$ cat src/rtl/lv1_bus_req_initiator.sv
// Initiator side of the L1 snoop bus: arbitrates, issues BusRd/BusRdX/Invalidate
// for one L1 miss or upgrade, and returns fill data plus the new MESI state.
module lv1_bus_req_initiator #(
  parameter int unsigned ADDR_WID = 32,
  parameter int unsigned DATA_WID = 32,
  parameter int unsigned MESI_WID = 2,
  parameter logic [MESI_WID-1:0] INVALID   = 0,
  parameter logic [MESI_WID-1:0] SHARED    = 1,
  parameter logic [MESI_WID-1:0] EXCLUSIVE = 2,
  parameter logic [MESI_WID-1:0] MODIFIED  = 3
) (
  input  logic                clk,
  input  logic                rst_b,
  input  logic                miss_valid,
  input  logic [1:0]          miss_type,
  input  logic [ADDR_WID-1:0] miss_addr,
  output logic                miss_ready,
  output logic                bus_req,
  input  logic                bus_gnt,
  output logic                bus_rd,
  output logic                bus_rdx,
  output logic                invalidate,
  output logic [ADDR_WID-1:0] addr_bus,
  input  logic                data_in_bus,
  input  logic [DATA_WID-1:0] data_bus,
  input  logic                shared,
  input  logic                all_inv_done,
  output logic                fill_valid,
  output logic [DATA_WID-1:0] fill_data,
  output logic [MESI_WID-1:0] fill_mesi,
  output logic [1:0]          dbg_state
);

  typedef enum logic [1:0] {
    S_IDLE = 2'd0,
    S_REQ  = 2'd1,
    S_CMD  = 2'd2,
    S_DONE = 2'd3
  } state_e;

  localparam logic [1:0] T_READ    = 2'd0;
  localparam logic [1:0] T_WRITE   = 2'd1;
  localparam logic [1:0] T_UPGRADE = 2'd2;
  localparam logic [1:0] T_RSVD    = 2'd3;

  state_e                state_q, state_d;
  logic [1:0]            type_q;
  logic [ADDR_WID-1:0]   addr_q;
  logic [DATA_WID-1:0]   fill_data_q;
  logic [MESI_WID-1:0]   fill_mesi_q;
  logic                  accept;
  logic                  complete;

  // miss_valid/miss_ready: a request is taken on a rising edge where both are
  // high; miss_ready is high only in IDLE, and reserved type 3 is never taken.
  assign accept = (state_q == S_IDLE) && miss_valid && (miss_type != T_RSVD);

  // Each command listens only to its own completion strobe.
  assign complete = (state_q == S_CMD) &&
                    ((type_q == T_UPGRADE) ? all_inv_done : data_in_bus);

  always_ff @(posedge clk or negedge rst_b) begin
    if (!rst_b) begin
      state_q <= S_IDLE;
    end else begin
      state_q <= state_d;
    end
  end

  always_comb begin
    state_d = state_q;
    case (state_q)
      S_IDLE: if (accept) state_d = S_REQ;
      S_REQ:  if (bus_gnt) state_d = S_CMD;
      S_CMD: begin
        // Completion in the same cycle the grant drops still finishes.
        if (complete)      state_d = S_DONE;
        else if (!bus_gnt) state_d = S_REQ;
      end
      S_DONE:  state_d = S_IDLE;
      default: state_d = S_IDLE;
    endcase
  end

  always_comb begin
    miss_ready = 1'b0;
    bus_req    = 1'b0;
    bus_rd     = 1'b0;
    bus_rdx    = 1'b0;
    invalidate = 1'b0;
    addr_bus   = '0;
    fill_valid = 1'b0;
    case (state_q)
      S_IDLE: miss_ready = 1'b1;
      S_REQ:  bus_req    = 1'b1;
      S_CMD: begin
        bus_req    = 1'b1;
        addr_bus   = addr_q;
        bus_rd     = (type_q == T_READ);
        bus_rdx    = (type_q == T_WRITE);
        invalidate = (type_q == T_UPGRADE);
      end
      S_DONE:  fill_valid = 1'b1;
      default: miss_ready = 1'b0;
    endcase
  end

  always_ff @(posedge clk or negedge rst_b) begin
    if (!rst_b) begin
      type_q <= T_READ;
      addr_q <= '0;
    end else if (accept) begin
      type_q <= miss_type;
      addr_q <= miss_addr;
    end
  end

  // Fill results are written only on completion, so they hold until the next one.
  always_ff @(posedge clk or negedge rst_b) begin
    if (!rst_b) begin
      fill_data_q <= '0;
      fill_mesi_q <= INVALID;
    end else if (complete) begin
      case (type_q)
        T_READ: begin
          fill_data_q <= data_bus;
          fill_mesi_q <= shared ? SHARED : EXCLUSIVE;
        end
        T_WRITE: begin
          fill_data_q <= data_bus;
          fill_mesi_q <= MODIFIED;
        end
        default: begin
          fill_data_q <= '0;
          fill_mesi_q <= MODIFIED;
        end
      endcase
    end
  end

  assign fill_data = fill_data_q;
  assign fill_mesi = fill_mesi_q;
  assign dbg_state = state_q;

endmodule

$ cat config.mk
export PLATFORM = sky130hd
export DESIGN_NAME = lv1_bus_req_initiator
export DESIGN_NICKNAME = d
export VERILOG_FILES = /design/src/rtl/lv1_bus_req_initiator.sv
export SDC_FILE = /design/constraint.sdc
export NUM_CORES = 1
export LEC_CHECK = 0
export ABC_AREA = 1
export CORE_MARGIN = 1
export CORE_UTILIZATION = 30
export CTS_CLUSTER_SIZE = 25
export DETAILED_ROUTE_END_ITERATION = 10
export SETUP_SLACK_MARGIN = 0.4
export SYNTH_ARGS = -nofsm -noshare
export SYNTH_HDL_FRONTEND = slang
export SYNTH_SLANG_ARGS = --single-unit
$ cat constraint.sdc
create_clock -name clk -period 1.8 [get_ports clk]
set_clock_uncertainty 0.1 [all_clocks]
set_input_delay 0.36 -clock clk [delete_from_list [all_inputs] [get_ports clk]]
set_output_delay 0.36 -clock clk [all_outputs]
set_load 0.02 [all_outputs]
==> results of run 1 <==
timing repair:
item,CTS,global route
gates cloned,12,3
resized for setup,447,96
hold endpoints to repair,70,0
endpoints found under the setup margin,144,111
hold buffers,1,0
setup buffers,14,9
pin swaps,15,13
metal layers:
layer / vias up / GRT usage, % / wire length, um
met2: 84 / 30.9 / 5320
li1: 1421 / - / -
met1: 1441 / 22.8 / 4400
met4: 0 / 4.76 / 102
met5: - / 0 / 0
met3: 9 / 4.08 / 500
critical path: cells and delay by family, from the launching register on:
family | cells | cell delay (ns)
adders and majority gates | 1 | 0.18
buffers and inverters | 5 | 0.45
DFF | 1 | 0.43
and+or+nand+nor | 1 | 0.11
layout make-up:
| class | instances | area (um2) |
|---|---|---|
| repair buffers | 205 | 2320 |
| flip-flops and latches | 70 | 1750 |
| clock inverters | 5 | 57.6 |
| multi-input cells | 167 | 1660 |
| well taps | 136 | 170 |
| fillers | 824 | 3980 |
| clock buffers | 11 | 151 |
| inverters | 72 | 280 |
report_power, final:
group	internal, W	switching (W)	total [W]
clock network	0.000716	0.000622	0.00134
logic	0.00291	0.00279	0.00569
registers	0.00229	0.000577	0.00287
kinds of logic after synthesis:
group                    Yosys count
AO/OA/AOI/OAI                     39
adder cells (fa/ha/maj)            4
buffers and inverters             89
flip-flops                        70
multiplexers                      32
AND/OR/NAND/NOR                   92
synth_stat cells:
cell type  number  area [um2]
nor2_1         11        41.3
nand2_1        43         161
o21ai_1         4        20.0
a21oi_4         1        16.3
o21ai_0        19        95.1
buf_6           2        22.5
nand3_2        12         120
a21oi_1         4        20.0
nor3_1          1        5.00
nand4_1         1        6.26
clkbuf_1        5        18.8
mux2_2         32         360
inv_1          70         263
nand3_1        23         115
dfrtp_1        70        1750
buf_8           1        15.0
nand2_2         1        6.26
buf_2           9        45.0
a21boi_0        1        7.51
o21ai_2        10        87.6
ha_1            4        50.1
inv_2           1        3.75
clkinv_1        1        3.75
state kept, by name, summed over array words and instances (netlist names):
| register | count |
|---|---|
| fill_data | 32 |
| dbg_state | 2 |
| fill_mesi | 2 |
| addr_q | 32 |
| type_q | 2 |
per-stage QoR:
step	cells	total power [W]	utilization (%)	hold slack, ns
after floorplan	326	0.00510	-	-0.0356
after global placement	611	0.00679	48.7	0.305
after detailed placement	611	0.00689	48.7	0.309
after CTS	654	0.00916	56.2	0.421
after global routing	666	0.0104	61.6	0.438
final	666	0.00990	61.6	0.424
worst paths after layout:
check,from,to,slack [ns],cells past startpoint
worst max-delay path,dbg_state[0],bus_rdx,-0.17,7
worst min-delay path,fill_data[20],fill_data[20],0.42,2
worst max register to register,dbg_state[0],fill_data[11],-0.14,12
worst min register to register,fill_data[20],fill_data[20],0.42,2
max in group asynchronous,rst_b,dbg_state[0],0.82,3
min in group asynchronous,rst_b,addr_q[16],0.45,3
==> impl_metrics.py, run 1 <==
metrics = {
    "floorplan": {
        "die_y_um": 106,
        "num_rows": 37,
        "io_pins": 147,
        "core_area_mm2": 0.0104,
        "start_util_pct": 31.2,
        "dieArea_mm2": 0.0112,
        "die_w_um": 106,
    },
    "cells_and_area": {
        "finalNetCount": 602,
        "syn_to_final_growth_pct": 97.5,
        "final_cell_area_mm2": 0.00639,
        "layout_common_cells": "71 x clkdlybuf4s50_1, 68 x dfrtp_1, 51 x buf_6",
        "mostFrequentLayoutCell": "clkdlybuf4s50_1",
        "drive_gt1_share_pct": 60.8,
        "diodes": 0,
    },
    "drt": {
        "drtAntennaViolNets": 0,
        "drt_iter0_markers": 84,
        "via_count": 2955,
        "drcViolationCount": 0,
        "vias_per_cell": 4.44,
        "drt_wl_total_um": 10300,
        "post_drt_wl_per_cell_um": 15.5,
        "drt_first_pass_iters": 4,
    },
    "synthesis": {
        "synth_top_family_by_area": "simple AND/OR/NAND/NOR gates",
        "synth_adder_area_share_pct": 1.55,
        "synthMuxAreaShare_pct": 11.1,
        "yosys.area_share.simple_pct": 14.1,
        "mappedNetlistArea_mm2": 0.00324,
        "avgSynthCellArea_um2": 9.93,
        "yosysSeqAreaShare_pct": 54.1,
        "ys_seq_elements": 70,
        "syn_nets": 403,
        "netlist-cell-type-count": 23,
        "synth_compound_area_share_pct": 7.62,
        "netlist_instances": 326,
        "synthXorXnorAreaFrac_pct": 0,
        "ys_warn_count": 0,
    },
    "outcome": {
        "violations": "setup timing",
        "status": "complete, but fails checks",
    },
    "placed_design": {
        "dp_hpwl_um": 5980,
        "portBuffers": 146,
        "place_congestion": 0.795,
        "dp_slack_ns": -0.221,
        "dpl_cell_area_mm2": 0.00505,
    },
    "critical_path": {
        "crit_chain": "inv_4 -> ha_4 -> buf_6 -> buf_6 -> inv_6 -> nor3_4 -> buf_6",
        "start_kind": "flop",
        "cp_slowest_stage_delay_ns": 0.43,
        "worst_setup_path_end_kind": "output port",
        "worstPathArrival_ns": 1.51,
        "path_max_fanout": 4,
        "crit_top_cell": "buf_6",
        "slowest_stage": "dfrtp_2",
        "cp_data_required_time_ns": 1.34,
        "path_class": "flop to output port",
    },
    "global_route": {
        "grt_start_max_net_pins": 71,
        "grtUsageTotal_pct": 18.0,
        "grt_overflow_total": 0,
        "grt_pass1_wl_um": 15600,
        "grt_pass1_vias": 3074,
        "antenna_found_initial": 0,
    },
    "clock_network": {
        "clkSlewWorstSetupHoldPaths_ns": 0.08,
        "clock_latency_ns": 0.34,
        "htree_levels": 3,
        "cts_root_buf": "clkbuf_8",
        "cts.path.max_buffers": 2,
        "cts_buffers": 9,
        "clock-sinks": 70,
        "cts_tree": "built",
    },
    "pwr": {
        "powerDensity_mw_per_mm2": 1550,
        "leakage_nw": 3.11,
        "vdd_drop_max_mv": 1.06,
    },
    "timing": {
        "post-route-period-util_pct": 110,
        "relSlewSlack_pct": 56.1,
        "fin_ws_ns": -0.175,
        "maxSlewViolCount": 0,
        "setup_viol": 101,
        "fin_setup_tns_ns": -11.06,
        "fin_crit_ns": 1.97,
        "finalHoldViolCount": 0,
        "tightest_slew_ns": 0.659,
        "max_freq_mhz": 506,
        "rsz0062_at_grt": "true",
    },
    "worst_hold_path": {
        "worstHoldPathType": "flop to flop",
    },
    "job": {
        "maxCapViolations": 0,
    },
}
Power figures use the tool's default switching activity.
==> run 2: changes to the inputs <==
--- a/config.mk
+++ b/config.mk
@@ -8,6 +8,7 @@
 export ABC_AREA = 1
 export CORE_MARGIN = 1
 export CORE_UTILIZATION = 30
+export CTS_BUF_LIST = sky130_fd_sc_hd__clkbuf_8
 export CTS_CLUSTER_SIZE = 25
 export DETAILED_ROUTE_END_ITERATION = 10
 export SETUP_SLACK_MARGIN = 0.4
==> results of run 2 <==
Final layout, timing and power as in run 1 (identical DEF).
==> run 3: changes to the inputs <==
--- a/config.mk
+++ b/config.mk
@@ -6,11 +6,13 @@
 export NUM_CORES = 1
 export LEC_CHECK = 0
 export ABC_AREA = 1
-export CORE_MARGIN = 1
+export CAP_MARGIN = 20
+export CORE_MARGIN = 3
 export CORE_UTILIZATION = 30
 export CTS_BUF_LIST = sky130_fd_sc_hd__clkbuf_8
 export CTS_CLUSTER_SIZE = 25
 export DETAILED_ROUTE_END_ITERATION = 10
+export HOLD_SLACK_MARGIN = 0.12
 export SETUP_SLACK_MARGIN = 0.4
 export SYNTH_ARGS = -nofsm -noshare
 export SYNTH_HDL_FRONTEND = slang
==> run 3 against run 2 <==
  * Clock power down 4%
  * Register-to-register slack better by 0.02 ns
  * Worst hold slack worse by 0.0093 ns
  * Count of clock-buffer cells in the layout down 2
  * Critical path depth unchanged
  * Total power down 1.4%
  * Sequential share of layout area up 0.19 points
  * Via count up 0.27%
  * The run still ends with setup timing left
  * Highest routed layer unchanged
==> impl_metrics.py, run 3 (synthesis results as in run 1) <==
metrics = {
    "critical_path": {
        "cp_slowest_stage_delay_ns": 0.43,
        "cp_data_required_time_ns": 1.34,
        "slowest_stage": "dfrtp_2",
        "crit_top_cell": "buf_6",
        "crit_start": "dbg_state[0]",
        "path_max_fanout": 7,
        "worstPathArrival_ns": 1.48,
        "reg2reg_from": "dbg_state[1]",
        "path_class": "flop to output port",
        "crit_chain": "inv_4 -> ha_4 -> buf_6 -> buf_16 -> nand2_2 -> inv_2 -> buf_6",
        "start_kind": "flop",
        "worst_setup_path_end_kind": "output port",
    },
    "drt": {
        "post_drt_wl_per_cell_um": 15.2,
        "drt_iter0_markers": 86,
        "drtAntennaViolNets": 0,
        "drcViolationCount": 0,
        "via_count": 2963,
        "drt_wl_total_um": 10300,
        "drt_first_pass_iters": 4,
        "vias_per_cell": 4.38,
    },
    "outcome": {
        "status": "complete, but fails checks",
        "violations": "setup timing",
    },
    "worst_hold_path": {
        "worstHoldStart": "addr_q[31]",
        "worstHoldPathType": "flop to flop",
    },
    "clock_network": {
        "cts_root_buf": "clkbuf_8",
        "cts_buffers": 9,
        "clock_latency_ns": 0.33,
        "htree_levels": 3,
        "cts_tree": "built",
        "clkSlewWorstSetupHoldPaths_ns": 0.09,
        "clock-sinks": 70,
        "cts.path.max_buffers": 2,
    },
    "floorplan": {
        "die_y_um": 110,
        "io_pins": 147,
        "core_area_mm2": 0.0104,
        "num_rows": 37,
        "dieArea_mm2": 0.0121,
        "die_w_um": 110,
        "start_util_pct": 31.1,
    },
    "cells_and_area": {
        "syn_to_final_growth_pct": 96.2,
        "final_cell_area_mm2": 0.00635,
        "mostFrequentLayoutCell": "clkdlybuf4s50_1",
        "layout_common_cells": "71 x clkdlybuf4s50_1, 69 x buf_6, 68 x dfrtp_1",
        "finalNetCount": 613,
        "drive_gt1_share_pct": 58.2,
        "diodes": 0,
    },
    "pwr": {
        "internal_power_w": 0.00598,
        "power.switching_w": 0.00379,
        "leakage_nw": 2.97,
        "combinationalPowerShare_pct": 58.7,
        "swShare_pct": 38.8,
        "pwr-share-clk_pct": 13.1,
        "seq_power_share_pct": 28.2,
        "powerDensity_mw_per_mm2": 1540,
        "vdd_drop_max_mv": 0.799,
    },
    "timing": {
        "fin_ws_ns": -0.143,
        "tightest_slew_ns": 0.601,
        "maxSlewViolCount": 0,
        "setup_viol": 98,
        "max_freq_mhz": 515,
        "fin_crit_ns": 1.94,
        "rsz0062_at_grt": "true",
        "finalHoldViolCount": 0,
        "relSlewSlack_pct": 59.9,
        "post-route-period-util_pct": 108,
        "fin_setup_tns_ns": -8.36,
    },
    "placed_design": {
        "dpl_cell_area_mm2": 0.00508,
        "place_congestion": 0.773,
        "dp_hpwl_um": 6230,
        "portBuffers": 146,
    },
    "global_route": {
        "grt_pass1_vias": 2993,
        "antenna_found_initial": 0,
        "grt_start_max_net_pins": 71,
        "grtUsageTotal_pct": 16.9,
        "grt_overflow_total": 0,
        "grt_pass1_wl_um": 15600,
    },
    "job": {
        "maxCapViolations": 0,
    },
}
-- run 3: cell count changes in the layout (fill, tap and decap cells not counted), sizes merged --
cell / before / now
bufbuf: 0 / 1
buf: 130 / 142
clkinvlp: 0 / 1
clkbuf: 14 / 10
clkinv: 5 / 3
inv: 71 / 74
-- run 3: power by group through the flow --
stage / logic (W) / registers, W / clock network (W)
after floorplan: 0.00205 / 0.00305 / 0
final: 0.00573 / 0.00275 / 0.00128
after global routing: 0.00613 / 0.00284 / 0.00141
after CTS: 0.00522 / 0.00271 / 0.00133
after detailed placement: 0.00423 / 0.00272 / 0
after global placement: 0.00418 / 0.00269 / 0
-- run 3: metal layers --
layer  vias up  global-route usage [%]  routed length, um
met5         -                       0                  0
met2        83                    27.5               5170
met1      1423                    22.1               4440
li1       1447                       -                  -
met3        10                    4.40                579
met4         0                    5.16                108
-- run 3: critical path, delay by kind of cell, from the launching register on --
kind | cells | cell delay (ns)
adder cells (fa/ha/maj) | 1 | 0.19
buffers and inverters | 5 | 0.48
flip-flops | 1 | 0.43
AND/OR/NAND/NOR | 1 | 0.05
-- run 3: repair_timing --
action	in CTS	in global routing
hold endpoints to repair	70	0
pin swaps	6	5
buffers inserted	24	12
gates resized for setup	458	62
setup endpoints to repair	144	122
hold buffers	1	0
cloned	12	1
-- run 3: area by class of cell --
type                       instances  area [um2]
inverter                          72         283
tap                              136         170
multi-input combinational        167        1480
clock buffer                       9         124
clock inverter                     7        72.6
fill                             866        4070
timing repair buffer             216        2470
sequential                        70        1750
-- run 3: path summary, 6_finish.rpt --
check / to / slack, ns / depth (start not counted)
min reg2reg: addr_q[31] / 0.42 / 1
max reg2reg: addr_q[7] / -0.12 / 9
max: addr_bus[27] / -0.14 / 7
max in group asynchronous: fill_data[20] / 0.82 / 3
min: addr_q[31] / 0.42 / 1
min in group asynchronous: addr_q[20] / 0.46 / 3
-- run 3: through the flow --
| stage | std cells | worst slack [ns] | utilization [%] | hold slack (ns) | total power, W |
|---|---|---|---|---|---|
| 3_5_place_dp | 611 | -0.230 | 48.7 | 0.318 | 0.00694 |
| 6_report | 677 | -0.143 | 60.9 | 0.415 | 0.00977 |
| 5_1_grt | 677 | -0.234 | 60.9 | 0.439 | 0.0104 |
| 2_1_floorplan | 326 | 0.214 | - | -0.0356 | 0.00510 |
| 3_3_place_gp | 611 | -0.198 | 48.7 | 0.316 | 0.00687 |
| 4_1_cts | 664 | -0.156 | 57.0 | 0.417 | 0.00926 |
